==> config.mk <==
export PLATFORM = sky130hd
export DESIGN_NAME = bus_ctrl_seq
export DESIGN_NICKNAME = d
export VERILOG_FILES = /design/src/rtl/bus_ctrl_seq.sv
export SDC_FILE = /design/constraint.sdc
export NUM_CORES = 1
export LEC_CHECK = 0
export CORE_ASPECT_RATIO = 1.1
export CORE_UTILIZATION = 38
export DETAILED_ROUTE_END_ITERATION = 6
export PLACE_DENSITY = 0.88
export SLEW_MARGIN = 20
export SYNTH_ARGS = -nofsm -noshare
export SYNTH_HDL_FRONTEND = slang
export SYNTH_SLANG_ARGS = --single-unit
==> constraint.sdc <==
create_clock -name clk -period 2.7 [get_ports clk]
set_clock_uncertainty 0.15 [all_clocks]
set_input_delay 0.675 -clock clk [delete_from_list [all_inputs] [get_ports clk]]
set_output_delay 0.675 -clock clk [all_outputs]
set_load 0.01 [all_outputs]
==> src/rtl/bus_ctrl_seq.sv <==
// Fetch/decode/execute sequencer driving the core's bus source/destination selects and memory strobes.
// Latency: Moore outputs from state and latched IR; NOP 2, MOVA/MOVF/STORE 3, LOAD 4 cycles. No backpressure.
module bus_ctrl_seq #(
   parameter int SRC_N = 12,
   parameter int DST_N = 10
) (
   input  logic             clk,
   input  logic             rst,
   input  logic             start,
   input  logic [15:0]      ir_in,
   output logic [SRC_N-1:0] read_en,
   output logic [DST_N-1:0] wr_en,
   output logic             pc_inc,
   output logic             dm_rd,
   output logic             dm_wr,
   output logic             busy,
   output logic             halted,
   output logic             illegal
);

   localparam int SRC_IM = 0;
   localparam int SRC_DR = 1;
   localparam int SRC_DM = 2;
   localparam int SRC_AC = 3;
   localparam int SRC_AR = 5;
   localparam int DST_IR = 0;
   localparam int DST_DR = 1;
   localparam int DST_AC = 3;

   localparam logic [4:0] SRC_LIM = 5'(SRC_N);
   localparam logic [4:0] DST_LIM = 5'(DST_N);

   localparam logic [3:0] OP_NOP   = 4'h0;
   localparam logic [3:0] OP_MOVA  = 4'h1;
   localparam logic [3:0] OP_MOVF  = 4'h2;
   localparam logic [3:0] OP_LOAD  = 4'h3;
   localparam logic [3:0] OP_STORE = 4'h4;
   localparam logic [3:0] OP_HALT  = 4'hF;

   typedef enum logic [2:0] {
      S_IDLE,
      S_FETCH,
      S_DECODE,
      S_EXEC1,
      S_EXEC2,
      S_HALTED
   } state_t;

   state_t     state, state_nxt;
   logic [3:0] op_q, fld_q;
   logic       illegal_q;
   logic       dec_illegal;
   logic [3:0] in_op, in_fld;
   logic       ir_unused;

   assign in_op     = ir_in[15:12];
   assign in_fld    = ir_in[3:0];
   assign ir_unused = ^ir_in[11:4];

   always_comb begin
      dec_illegal = 1'b0;
      case (in_op)
         OP_NOP, OP_LOAD, OP_STORE, OP_HALT: dec_illegal = 1'b0;
         OP_MOVA: dec_illegal = ({1'b0, in_fld} >= SRC_LIM);
         // IR cannot be a MOVF destination.
         OP_MOVF: dec_illegal = (in_fld == 4'd0) || ({1'b0, in_fld} >= DST_LIM);
         default: dec_illegal = 1'b1;
      endcase
   end

   always_comb begin
      state_nxt = state;
      case (state)
         S_IDLE:   if (start) state_nxt = S_FETCH;
         S_FETCH:  state_nxt = S_DECODE;
         S_DECODE: begin
            if (dec_illegal)           state_nxt = S_HALTED;
            else if (in_op == OP_NOP)  state_nxt = S_FETCH;
            else if (in_op == OP_HALT) state_nxt = S_HALTED;
            else                       state_nxt = S_EXEC1;
         end
         S_EXEC1:  state_nxt = (op_q == OP_LOAD) ? S_EXEC2 : S_FETCH;
         S_EXEC2:  state_nxt = S_FETCH;
         S_HALTED: state_nxt = S_HALTED;
         default:  state_nxt = S_IDLE;
      endcase
   end

   always_ff @(posedge clk) begin
      if (rst) begin
         state     <= S_IDLE;
         op_q      <= 4'd0;
         fld_q     <= 4'd0;
         illegal_q <= 1'b0;
      end else begin
         state <= state_nxt;
         if (state == S_DECODE) begin
            op_q  <= in_op;
            fld_q <= in_fld;
            if (dec_illegal) illegal_q <= 1'b1;
         end
      end
   end

   always_comb begin
      read_en = '0;
      wr_en   = '0;
      pc_inc  = 1'b0;
      dm_rd   = 1'b0;
      dm_wr   = 1'b0;
      case (state)
         S_FETCH: begin
            read_en[SRC_IM] = 1'b1;
            wr_en[DST_IR]   = 1'b1;
            pc_inc          = 1'b1;
         end
         S_EXEC1: begin
            case (op_q)
               OP_MOVA: begin
                  read_en       = SRC_N'(1) << fld_q;
                  wr_en[DST_AC] = 1'b1;
               end
               OP_MOVF: begin
                  read_en[SRC_AC] = 1'b1;
                  wr_en           = DST_N'(1) << fld_q;
               end
               // LOAD first phase: AR on the bus is the memory address.
               OP_LOAD: begin
                  read_en[SRC_AR] = 1'b1;
                  dm_rd           = 1'b1;
               end
               OP_STORE: begin
                  read_en[SRC_DR] = 1'b1;
                  dm_wr           = 1'b1;
               end
               default: ;
            endcase
         end
         S_EXEC2: begin
            read_en[SRC_DM] = 1'b1;
            wr_en[DST_DR]   = 1'b1;
         end
         default: ;
      endcase
   end

   assign busy    = (state != S_IDLE) && (state != S_HALTED);
   assign halted  = (state == S_HALTED);
   assign illegal = illegal_q;

   a_read_onehot: assert property (@(posedge clk) disable iff (rst) $onehot0(read_en));

endmodule

## Word-level counts from Yosys, hierarchy flattened

Cells that the tools add are included.

| cells by class | value |
|---|---|
| magnitude comparators | 2 |
| equal/unequal tests | 16 |
| shift-type cells | 2 |
| multiplexer cells | 29 |
| reductions and logical operators | 8 |

Operators with widths:

| kind | count |
|---|---|
| 3-bit two-way mux | 6 |
| 3-bit case mux with 6 select lines | 1 |
| 4-bit by 2-bit == test with 1-bit output, second input constant | 4 |
| 1-bit case mux with 2 select lines | 8 |
| 6-bit two-way mux | 2 |
| 1-bit by 4-bit left shift with 12-bit output, first input constant | 1 |
| 1-bit by 4-bit left shift with 10-bit output, first input constant | 1 |
| 1-bit two-way mux | 9 |
| 9-bit two-way mux | 1 |
| 4-bit by 1-bit == test with 1-bit output, second input constant | 2 |
| 4-bit by 3-bit == test with 1-bit output, second input constant | 2 |
| 4-bit >= comparator, second input constant | 2 |
| 4-bit logical NOT | 2 |
| 8-bit two-way mux | 1 |
| 3-bit by 2-bit == test with 1-bit output, second input constant | 2 |
| 3-bit == test, second input constant | 2 |
| 4-bit == test, second input constant | 1 |
| 4-bit OR reduction | 1 |
| 3-bit by 1-bit == test with 1-bit output, second input constant | 1 |
| 3-bit logical NOT | 1 |
| 3-bit inequality test, second input constant | 1 |
| 1-bit case mux with 3 select lines | 1 |
| 3-bit nonzero test | 1 |
| 2-bit inequality test, second input constant | 1 |
| other kinds (3) | 3 |

| storage, ports and cells | value |
|---|---|
| register bits after elaboration | 12 |
| bits of input ports | 19 |
| output and inout port bits | 28 |
| logic and storage cells | 61 |

## Longest topological paths before layout

Gate-level depths: netlist (run 1).

| logic depth | value |
|---|---|
| depth after elaboration | 5 |
| mapped depth | 6 |

## Least setup slack after synthesis (run 1)

Ideal clock, no wire load.

| timing | value |
|---|---|
| path kind | register -> output |
| start | register state[2] |
| end | output wr_en[8] |
| data arrival time | 1689 ps |
| required time | 1875 ps |
| setup slack | 186 ps |
| cell stages (with the launch flop) | 6 |
| path buffers | 1 |
| cells stage by stage | dfxtp_1 > buf_6 > or4b_4 > nor3b_4 > nand3_1 > nor4_1 |

| on the way | value |
|---|---|
| longest elaborated chain between the ends | 2 |

RTL lines:

| element | line | RTL |
|---|---|---|
| start, declared | 49 | `state_t state, state_nxt;` |
| start signal, assigned | 96 | `state <= state_nxt;` |
| 3-bit by 2-bit == test with 1-bit output | 111 | `case (state)` |
| 8-bit two-way mux | 111 |  |
| end, declared | 12 | `output logic [DST_N-1:0] wr_en,` |

No other way between the ends.

## Worst setup path after layout (run 1)

| timing | value |
|---|---|
| start | register op_q[2] |
| end | output read_en[5] |

| on the way | value |
|---|---|
| longest elaborated chain between the ends | 3 |
| elaborated cells on any way between the ends | 4 |
| those cells by class | eq/ne: 2; mux: 2 |

RTL lines:

| element | line | RTL |
|---|---|---|
| start, declared | 50 | `logic [3:0] op_q, fld_q;` |
| start signal, assigned | 98 | `op_q <= in_op;` |
| 4-bit by 2-bit == test with 1-bit output or 4-bit by 1-bit == test with 1-bit output (tied branches) | 118 | `case (op_q)` |
| 1-bit case mux with 2 select lines (*) | 118 |  |
| 9-bit two-way mux (*) | 111 |  |
| end, declared | 11 | `output logic [SRC_N-1:0] read_en,` |

Mark *: on every way between the ends. The rest lies on a longest branch, timed or not.

==> flow_summary_export.csv, run 1 <==
group,metric,value,unit
status,status,"complete, but fails checks",
status,violations,"setup timing",
cells_and_area,fin_util,68.4,%
placement,placed_area,1310,um2
cells_and_area,layout_common_cells,"buf_2, nand2_1, clkdlybuf4s50_1, buf_4",
synthesis,yosys-top-cells-area,"dfxtp_1, nand2_1, a21oi_1, nor3_1, nor3b_4",
synthesis,syn_area,863,um2
clock_tree,clk_pin_slew_worst_paths,70,ps
power_and_ir_drop,leakagePower,0.000544,uW
min_path,min_path_type,"flop to flop",
floorplanning,initial_core_util,41.8,%
drt,via_per_inst,5.58,
timing,finalHoldViolations,0,
setup_path,critPathMaxStageDelay,580,ps
timing,report.final.setup_viol,22,
synthesis,synth_edf_count,0,
synthesis,yosysWarnings,0,
cells_and_area,syn_to_final_growth,63.5,%
floorplanning,fp.dieW,47.4,um
global_routing,grt.overflow.total,0,
floorplanning,fp.coreArea,2060,um2
synthesis,yosysTopAreaCellShare,27.8,%
synthesis,ys_ff_latch,12,
synthesis,synth_cells,117,
timing,timing.slew.headroom,63.2,%
clock_tree,h-tree-depth,1,
clock_tree,clock_sinks,12,
drt,wire_per_inst,14.9,um
setup_path,crit_buf_inv,2,
setup_path,required,1880,ps
drt,postRouteAntennaNets,0,
clock_tree,cts_tree,"built",
floorplanning,ioPinCount,47,
cells_and_area,drive_gt1_share,45.3,%
setup_path,crit_chain,"or4b_4, nor3b_4, buf_4, nand3_2, o21bai_1, buf_2",
cells_and_area,fin_area,1410,um2
cells_and_area,nNetsFinal,191,
timing,tightestPinTransition,538,ps
drt,drt_iter0_markers,17,
synthesis,syn_nets,136,
cells_and_area,fillers,174,
timing,fin_crit_sh,108,%
setup_path,critPathKind,"flop to output port",
timing,final.min_clock_period,2920,ps
power_and_ir_drop,vdd_drop_max,0.318,mV
synthesis,synth_ff_type,"dfxtp_1",
synthesis,synth_area_per_cell,7.38,um2
floorplanning,die_h,52.0,um
global_routing,antenna_found_initial,0,
synthesis,ys_seq_area_share,27.8,%
global_routing,grt_pass1_wl,4600,um
setup_path,critPathTopFamily,"simple AND/OR/NAND/NOR gates",
cells_and_area,diodes,0,
timing,layout_setup_ws,-218,ps
synthesis,async_reset_ff_share,0,%
placement,gp_congestion,0.810,
floorplanning,row_count,17,
timing,rsz0062_at_grt,"true",
flow_run,timing.max_cap.violations,0,
clock_tree,cts_max_path_buffers,2,
cells_and_area,mostFrequentLayoutCell,"buf_2",
timing,slew_violations,0,
global_routing,grt_pass1_vias,1056,
placement,port_buffers,38,
placement,dp_hpwl,1970,um
setup_path,slowest_stage,"or4b_4",
clock_tree,numCtsBuffers,3,
drt,drc,0,
drt,drt-total-wl,2960,um
synthesis,yosys.area.top_type,"dfxtp_1",
setup_path,crit_arrival,2090,ps
timing,fmax,0.343,GHz
drt,vias,1104,
global_routing,grt_max_degree,14,
setup_path,endpoint_kind,"output port",
drt,drt_first_pass_iters,4,
power_and_ir_drop,powerDensity,314,nW/um2
clock_tree,worstSkewPairLatency,270,ps
setup_path,crit_path_max_fanout,3,
synthesis,synthDistinctLibCells,38,
floorplanning,die_area,2470,um2
clock_tree,ctsRootBufferMaster,"clkbuf_4",
global_routing,track_usage,26.0,%
setup_path,start_kind,"flop",
[kinds of logic (layout without fill, tap and decap cells)]
family	after synthesis	in the layout	synth area share, %
xor gates and xnor gates	1	1	1.01
and+or+nand+nor	64	64	43.9
DFF	12	12	27.8
buffers and inverters	13	66	6.96
AOI/OAI and AO/OA	27	27	20.3
[routing by layer]
metal  part of all wire (%)  vias to the layer above  global-route usage [%]  wire [um]
met5                      0                        -                       0          0
li1                       -                      532                       -          -
met2                     56                       47                    45.4       1650
met1                     38                      519                    26.6       1120
met3                    4.3                        6                    5.90        126
met4                    1.9                        0                    15.7         55
[cell usage after synthesis, types with 3 or more instances]
| cell | instances |
|---|---|
| buf_2 | 3 |
| nor2_1 | 7 |
| nand2_1 | 20 |
| nor4_1 | 3 |
| a21oi_1 | 10 |
| a31oi_1 | 3 |
| nand2b_1 | 3 |
| nor3_1 | 9 |
| nor3_2 | 3 |
| or3_1 | 3 |
| nand3_1 | 4 |
| dfxtp_1 | 12 |
| inv_1 | 6 |
[timing repair]
| item | CTS | global route |
|---|---|---|
| cloned | 0 | 0 |
| resized for setup | 110 | 13 |
| pin swaps | 15 | 6 |
| hold buffers | 0 | 0 |
| setup endpoints to repair | 23 | 24 |
| setup buffers | 7 | 2 |
[flip-flops by register name, indices dropped and copies added (netlist names)]
register	cells
fld_q	4
op_q	4
state	3
illegal	1
[layout make-up]
class	count	area, um2	area share, %
multi-input cells	92	673	47.7
well taps	28	35.0	2.48
clock buffers	3	22.5	1.60
flip-flops and latches	12	243	17.2
inverters	7	26.3	1.86
repair buffers	56	412	29.2
[metrics by stage]
step	setup TNS, ps	instances	hold slack [ps]	setup slack [ps]	power, uW
after floorplan	0	117	300	186	266
after global placement	-2420	186	353	-153	324
after detailed placement	-3390	186	378	-218	329
after CTS	-1580	196	393	-166	439
after global routing	-4060	198	429	-242	461
final	-2580	198	393	-218	443
[where the power goes]
part	total (uW)	internal, uW	leakage, uW	switching [uW]
sequential	200	187	0.0000985	12.5
clock	107	51.6	0.0000138	55.7
combinational	135	62.8	0.000432	72.6
[final timing paths]
check            from         end  slack (ps)  cells after the start
max reg2reg  state[1]     illegal         840                      5
min           op_q[0]     op_q[0]         390                      2
max           op_q[2]  read_en[5]        -220                      6
min reg2reg   op_q[0]     op_q[0]         390                      2
[tightest hold or removal path, delay by kind of cell (launching register included)]
family,cells,cell delay [ps]
and+or+nand+nor,1,80
DFF,1,360
AOI/OAI and AO/OA,1,60
Power figures use the tool's default switching activity.
==> run 2: changes to the inputs <==
--- a/config.mk
+++ b/config.mk
@@ -5,6 +5,7 @@
 export SDC_FILE = /design/constraint.sdc
 export NUM_CORES = 1
 export LEC_CHECK = 0
+export ABC_CLOCK_PERIOD_IN_PS = 2700
 export CORE_ASPECT_RATIO = 1.1
 export CORE_UTILIZATION = 38
 export DETAILED_ROUTE_END_ITERATION = 6
==> results of run 2 <==
Same layout as run 1: the final DEF is identical, and so are final timing and power.
